$ cat src/rtl/dma_sram_dram_if.sv
// Bus between the DMA controller and the core / SRAM / DRAM side.
// The controller connects through the master modport, and the environment connects through slave.
interface dma_sram_dram_if #(
  parameter int SRAM_AW    = 14,
  parameter int WIDTH_BITS = 10
);
  // Command from the core
  logic [1:0]            dmaCmd;
  logic [31:0]           dmaSrcAddress;
  logic [31:0]           dmaDstAddress;
  logic [WIDTH_BITS-1:0] dmaWidth;

  // SRAM port (muxed to this block while stall=1)
  logic [31:0]           sramReadData;
  logic [SRAM_AW-1:0]    sramAddress;
  logic [31:0]           sramWriteData;
  logic                  sramWriteEnable;

  // DRAM port
  logic [31:0]           dramReadData;
  logic [31:0]           dramAddress;
  logic [31:0]           dramWriteData;
  logic                  dramWriteEnable;
  logic                  dramReadEnable;
  logic                  dramValid;

  // Core freeze
  logic                  stall;

  modport master (
    input  dmaCmd, dmaSrcAddress, dmaDstAddress, dmaWidth,
    input  sramReadData, dramReadData, dramValid,
    output sramAddress, sramWriteData, sramWriteEnable,
    output dramAddress, dramWriteData, dramWriteEnable, dramReadEnable,
    output stall
  );

  modport slave (
    output dmaCmd, dmaSrcAddress, dmaDstAddress, dmaWidth,
    output sramReadData, dramReadData, dramValid,
    input  sramAddress, sramWriteData, sramWriteEnable,
    input  dramAddress, dramWriteData, dramWriteEnable, dramReadEnable,
    input  stall
  );
endinterface

$ cat src/rtl/dma_sram_dram_ctrl.sv
// Word-at-a-time DMA between on-chip SRAM and external DRAM.
// The block accepts one command while it is idle. It freezes the core through stall until the last word completes.
module dma_sram_dram_ctrl #(
  parameter int SRAM_AW    = 14,
  parameter int WIDTH_BITS = 10
) (
  input  logic             clk,
  input  logic             reset,   // asynchronous, active low
  dma_sram_dram_if.master  bus
);

  typedef enum logic [1:0] {
    IDLE    = 2'd0,
    D2S_REQ = 2'd1,
    S2D_RD  = 2'd2,
    S2D_WR  = 2'd3
  } state_e;

  localparam logic [1:0] CMD_D2S = 2'b01;
  localparam logic [1:0] CMD_S2D = 2'b10;

  state_e                state_q, state_d;
  logic [31:0]           src_q, src_d;
  logic [31:0]           dst_q, dst_d;
  logic [WIDTH_BITS-1:0] cnt_q, cnt_d;
  logic [31:0]           data_q, data_d;

  logic                  last_word;
  assign last_word = (cnt_q == WIDTH_BITS'(1));

  // State and datapath registers; reset aborts any transfer in flight
  always_ff @(posedge clk or negedge reset) begin
    if (!reset) begin
      state_q <= IDLE;
      src_q   <= '0;
      dst_q   <= '0;
      cnt_q   <= '0;
      data_q  <= '0;
    end else begin
      // NOTE: non-blocking so every register samples the pre-edge values computed in always_comb.
      state_q <= state_d;
      src_q   <= src_d;
      dst_q   <= dst_d;
      cnt_q   <= cnt_d;
      data_q  <= data_d;
    end
  end

  // Next-state and register updates: command acceptance, per-word advance, SRAM read capture
  always_comb begin
    // NOTE: hold-current defaults on every path keep this block free of latches.
    state_d = state_q;
    src_d   = src_q;
    dst_d   = dst_q;
    cnt_d   = cnt_q;
    data_d  = data_q;
    case (state_q)
      IDLE: begin
        if ((bus.dmaCmd == CMD_D2S || bus.dmaCmd == CMD_S2D) && bus.dmaWidth != '0) begin
          src_d   = bus.dmaSrcAddress;
          dst_d   = bus.dmaDstAddress;
          cnt_d   = bus.dmaWidth;
          state_d = (bus.dmaCmd == CMD_D2S) ? D2S_REQ : S2D_RD;
        end
      end
      D2S_REQ: begin
        if (bus.dramValid) begin
          src_d   = src_q + 32'd4;
          dst_d   = dst_q + 32'd4;
          cnt_d   = cnt_q - WIDTH_BITS'(1);
          state_d = last_word ? IDLE : D2S_REQ;
        end
      end
      S2D_RD: begin
        // The SRAM read is combinational, so one cycle is enough to capture the word.
        data_d  = bus.sramReadData;
        state_d = S2D_WR;
      end
      S2D_WR: begin
        if (bus.dramValid) begin
          src_d   = src_q + 32'd4;
          dst_d   = dst_q + 32'd4;
          cnt_d   = cnt_q - WIDTH_BITS'(1);
          state_d = last_word ? IDLE : S2D_RD;
        end
      end
      default: state_d = IDLE;
    endcase
  end

  // Output decode. Every output is 0 unless the current state drives it.
  always_comb begin
    bus.sramAddress     = '0;
    bus.sramWriteData   = '0;
    bus.sramWriteEnable = 1'b0;
    bus.dramAddress     = '0;
    bus.dramWriteData   = '0;
    bus.dramWriteEnable = 1'b0;
    bus.dramReadEnable  = 1'b0;
    bus.stall           = (state_q != IDLE);
    case (state_q)
      D2S_REQ: begin
        bus.dramReadEnable = 1'b1;
        bus.dramAddress    = src_q;
        if (bus.dramValid) begin
          bus.sramWriteEnable = 1'b1;
          bus.sramAddress     = dst_q[SRAM_AW+1:2];
          bus.sramWriteData   = bus.dramReadData;
        end
      end
      S2D_RD: begin
        bus.sramAddress = src_q[SRAM_AW+1:2];
      end
      S2D_WR: begin
        bus.dramWriteEnable = 1'b1;
        bus.dramAddress     = dst_q;
        bus.dramWriteData   = data_q;
      end
      default: ;
    endcase
  end

endmodule

$ cat src/flat_wrapper.sv
// flat-port wrapper written by rule: the top's interface ports become plain ports
module dma_sram_dram_ctrl_flat 
#(
  parameter int SRAM_AW    = 14,
  parameter int WIDTH_BITS = 10
)
  (clk, reset, bus_dmaCmd, bus_dmaSrcAddress, bus_dmaDstAddress, bus_dmaWidth, bus_sramReadData, bus_dramReadData, bus_dramValid, bus_sramAddress, bus_sramWriteData, bus_sramWriteEnable, bus_dramAddress, bus_dramWriteData, bus_dramWriteEnable, bus_dramReadEnable, bus_stall);
  dma_sram_dram_if #(.SRAM_AW(SRAM_AW), .WIDTH_BITS(WIDTH_BITS)) bus_i ();
  input  logic clk;
  input  logic reset;
  input wire logic [$bits(bus_i.dmaCmd)-1:0] bus_dmaCmd;
  input wire logic [$bits(bus_i.dmaSrcAddress)-1:0] bus_dmaSrcAddress;
  input wire logic [$bits(bus_i.dmaDstAddress)-1:0] bus_dmaDstAddress;
  input wire logic [$bits(bus_i.dmaWidth)-1:0] bus_dmaWidth;
  input wire logic [$bits(bus_i.sramReadData)-1:0] bus_sramReadData;
  input wire logic [$bits(bus_i.dramReadData)-1:0] bus_dramReadData;
  input wire logic [$bits(bus_i.dramValid)-1:0] bus_dramValid;
  output wire logic [$bits(bus_i.sramAddress)-1:0] bus_sramAddress;
  output wire logic [$bits(bus_i.sramWriteData)-1:0] bus_sramWriteData;
  output wire logic [$bits(bus_i.sramWriteEnable)-1:0] bus_sramWriteEnable;
  output wire logic [$bits(bus_i.dramAddress)-1:0] bus_dramAddress;
  output wire logic [$bits(bus_i.dramWriteData)-1:0] bus_dramWriteData;
  output wire logic [$bits(bus_i.dramWriteEnable)-1:0] bus_dramWriteEnable;
  output wire logic [$bits(bus_i.dramReadEnable)-1:0] bus_dramReadEnable;
  output wire logic [$bits(bus_i.stall)-1:0] bus_stall;
  assign bus_i.dmaCmd = bus_dmaCmd;
  assign bus_i.dmaSrcAddress = bus_dmaSrcAddress;
  assign bus_i.dmaDstAddress = bus_dmaDstAddress;
  assign bus_i.dmaWidth = bus_dmaWidth;
  assign bus_i.sramReadData = bus_sramReadData;
  assign bus_i.dramReadData = bus_dramReadData;
  assign bus_i.dramValid = bus_dramValid;
  assign bus_sramAddress = bus_i.sramAddress;
  assign bus_sramWriteData = bus_i.sramWriteData;
  assign bus_sramWriteEnable = bus_i.sramWriteEnable;
  assign bus_dramAddress = bus_i.dramAddress;
  assign bus_dramWriteData = bus_i.dramWriteData;
  assign bus_dramWriteEnable = bus_i.dramWriteEnable;
  assign bus_dramReadEnable = bus_i.dramReadEnable;
  assign bus_stall = bus_i.stall;
  dma_sram_dram_ctrl #(.SRAM_AW(SRAM_AW), .WIDTH_BITS(WIDTH_BITS)) u_core (.clk(clk), .reset(reset), .bus(bus_i));
endmodule
$ cat config.mk
export PLATFORM = sky130hd
export DESIGN_NAME = dma_sram_dram_ctrl_flat
export DESIGN_NICKNAME = d
export VERILOG_FILES = /design/src/rtl/dma_sram_dram_if.sv /design/src/rtl/dma_sram_dram_ctrl.sv /design/src/flat_wrapper.sv
export SDC_FILE = /design/constraint.sdc
export NUM_CORES = 1
export LEC_CHECK = 0
export CAP_MARGIN = 10
export CELL_PAD_IN_SITES_DETAIL_PLACEMENT = 1
export CELL_PAD_IN_SITES_GLOBAL_PLACEMENT = 1
export CORE_UTILIZATION = 30
export DETAILED_ROUTE_END_ITERATION = 10
export PLACE_DENSITY = 0.82
export SYNTH_ARGS = -nofsm -noshare
export SYNTH_HDL_FRONTEND = slang
export SYNTH_SLANG_ARGS = --single-unit
export TNS_END_PERCENT = 1
$ cat constraint.sdc
create_clock -name clk -period 3.1 [get_ports clk]
set_input_delay 0.31 -clock clk [delete_from_list [all_inputs] [get_ports clk]]
set_output_delay 0.31 -clock clk [all_outputs]
set_load 0.02 [all_outputs]
==> results.md <==
- Top FF cell, synth: dfrtp_1
- Die Y: 156.6 um
- Crit path cell chain: inv_1, ha_2, and2_1, a22oi_1, nor2b_1, clkdlybuf4s50_1
- Starting Density: 30.55%
- Row count: 56
- Final worst path period need: 2.884 ns
- Vias per cell: 5.398
- Post-synthesis net count: 955
- EDFF count, synth: 0
- Antenna violations before repair: 2
- GRT Overall Usage: 22.12%
- Final Max Tran Viols: 0
- WP data required: 2.79 ns
- Number of global-route vias before repair: 7,571
- TritonCTS clock tree: yes
- CP Class: flip-flop to primary output
- GR Overflow Total: 0
- Antenna Nets Post-Route: 0
- Pin count of the biggest net entering global routing: between 80 and 90
- Most frequent cells in the layout: 254 x clkdlybuf4s50_1, 108 x dfrtp_1, 57 x a21oi_1, 57 x nor2_1, 51 x nand2_1
- DRT iter0 DRCs: between 300 and 400
- Total CTS buffers: 9
- Yosys reg bits: 108
- Via count: just over 7,000
- Pwr Total: approximately 0.012 W
- Tcrit/Tclk final: 93.02%
- Ys async rst share: 100.0%
- Crit start category: flip-flop
- Crit path arrival time: 2.57 ns
- Fraction of layout cells with a size suffix above 1: approximately 11%
- Yosys warning count: 0
- Die span in x: between 150 and 200 um
- Layout Skew: 0.01243 ns
- DRC Markers: 0
- Die area: 0.02453 mm^2
- Mapped cell area: 0.007171 mm^2
- Worst-skew pair later-pin latency: 0.36 ns
- Commonest non-fill, non-tap cell in the layout: clkdlybuf4s50_1
- Seq/Total Area, Yosys: a little under two fifths
- CP endpoint kind: primary output
- Final Hold Vio Count: 0
- PortBufs: roughly 260
- Reg2reg setup slack: 0.52 ns
- Post-CTS Setup Bufs: 0
- Cell variety after synth: between 60 and 70
- Post-route setup slack: 0.2163 ns
- Critical path peak fanout: 15
- Unrepaired setup endpoints after global routing: false
- Final Util: 43.81%
- Number of H-tree levels: 3
- First-pass GRT wire length: 42.20 mm
- Largest stage delay, worst path: 0.63 ns
- Crit-path slowest cell: clkdlybuf4s50_1
- Max-capacitance violation count: 0
- Cells after synthesis: ~800
- Post-DR wirelength/cell: 19.93 um
- Worst rel slew slack: 57.92%
- Post-Route WL: 26.59 mm
- VDD IR-drop max: a little under 0.8 mV
- Final RePlAce weighted congestion: 0.8200
- CTS root buf: clkbuf_16
- CORE AREA: 0.02347 mm^2
- Dpl hpwl: a little under 20 mm
- Run status: completed
- Clock Tree Buf Depth: 2
- Mean post-synth cell area: between 8 and 9 um^2
- Finish-stage setup viols: 0
- F_max: 346.8 MHz
- CTS clk-pin slew, worst paths: around 0.080 ns
- PD cells: 1135 mW/mm^2
- Tightest Hold Check Type: flip-flop to flip-flop
- Worst slew pin tran: roughly 0.63 ns
- I/O pins: around 260
- Clock tree sinks: roughly 110
- Drt first pass iters: 4
- DP Worst Slack: ~0.32 ns
- Leakage: around 4 nW
- Total Neg Setup Slack: 0 ns
- Area growth syn-to-layout: 43.41%
- Final-stage net count: 1,162
[cell usage after synthesis, drive strengths merged, types with 18 or more instances]
cell	count	area [um^2]
buf	39	220.2
o21ai	50	250.2
a22oi	23	172.7
clkbuf	41	158.9
and3	46	287.8
dfrtp	108	2703
o22ai	20	125.1
nand3	25	130.1
a2bb2oi	21	265.3
nand2	52	197.7
a21oi	62	329.1
nor2	58	217.7
a22o	33	289.0
mux2	39	439.2
nand4	18	133.9
and2	40	250.2
[worst paths after layout]
kind	start	end	depth (start not counted)
worst max register to register	u_core.state_q[1]	u_core.dst_q[26]	9
worst max-delay path	u_core.state_q[1]	bus_sramAddress[2]	6
worst min register to register	u_core.data_q[4]	u_core.data_q[4]	1
worst min-delay path	u_core.data_q[4]	u_core.data_q[4]	1
max in group asynchronous	reset	u_core.data_q[7]	3
min in group asynchronous	reset	u_core.src_q[4]	2
[critical path: cells and delay by family, from the launching register on]
kind | cells | cell delay (ns)
adders and majority gates | 1 | 0.20
and+or+nand+nor | 2 | 0.67
buffers and inverters | 2 | 0.75
AOI/OAI and AO/OA | 1 | 0.17
DFF | 1 | 0.43
[state kept, by name, indices dropped and copies added, names as in the netlist]
register        cells
u_core.data_q      32
u_core.state_q      2
u_core.dst_q       32
u_core.cnt_q       10
u_core.src_q       32
[per-layer routing]
metal / global-route usage (%) / routed length [um]
met3: 4.459 / 1502
met5: 0 / 13
met1: 27.90 / 11600
met2: 38.41 / 13170
met4: 5.509 / 312
[through the flow]
step                      std cells  instance area (um^2)  hold slack [ns]
after floorplan                 802                  7171          0.01441
after global placement         1316                  9970           0.3575
after detailed placement       1316                  9970           0.3646
after CTS                      1333                 10280           0.5069
after global routing           1334                 10280           0.5175
final                          1334                 10280           0.5066
[timing repair]
| action | 4_1_cts | 5_1_grt |
|---|---|---|
| gates resized for setup | 0 | 0 |
| hold endpoints to repair | 42 | 0 |
| hold buffers | 1 | 0 |
[area by class of cell]
| cell class | count | area [um^2] |
|---|---|---|
| fill | 2684 | 13190 |
| multi-input combinational | 601 | 4069 |
| timing repair buffer | 276 | 2760 |
| sequential | 108 | 2703 |
| tap | 319 | 399.1 |
| clock buffer | 9 | 225.2 |
| clock inverter | 7 | 76.32 |
| inverter | 13 | 48.80 |
| antenna | 1 | 2.502 |
[where the power goes]
part           internal [W]  switching (W)  leakage (nW)
sequential          0.00215       0.000963          1.25
combinational       0.00338        0.00397          2.60
clock              0.000634       0.000581         0.147
total               0.00616        0.00551          4.00
[cell families after synthesis]
kind of cell,after synthesis,synth area share [%]
fa+ha+maj,10,1.745
buf+inv,93,5.967
simple gates,284,21.72
flops,108,37.69
mux,41,6.404
compound gates,266,26.47
Power figures use the tool's default switching activity.
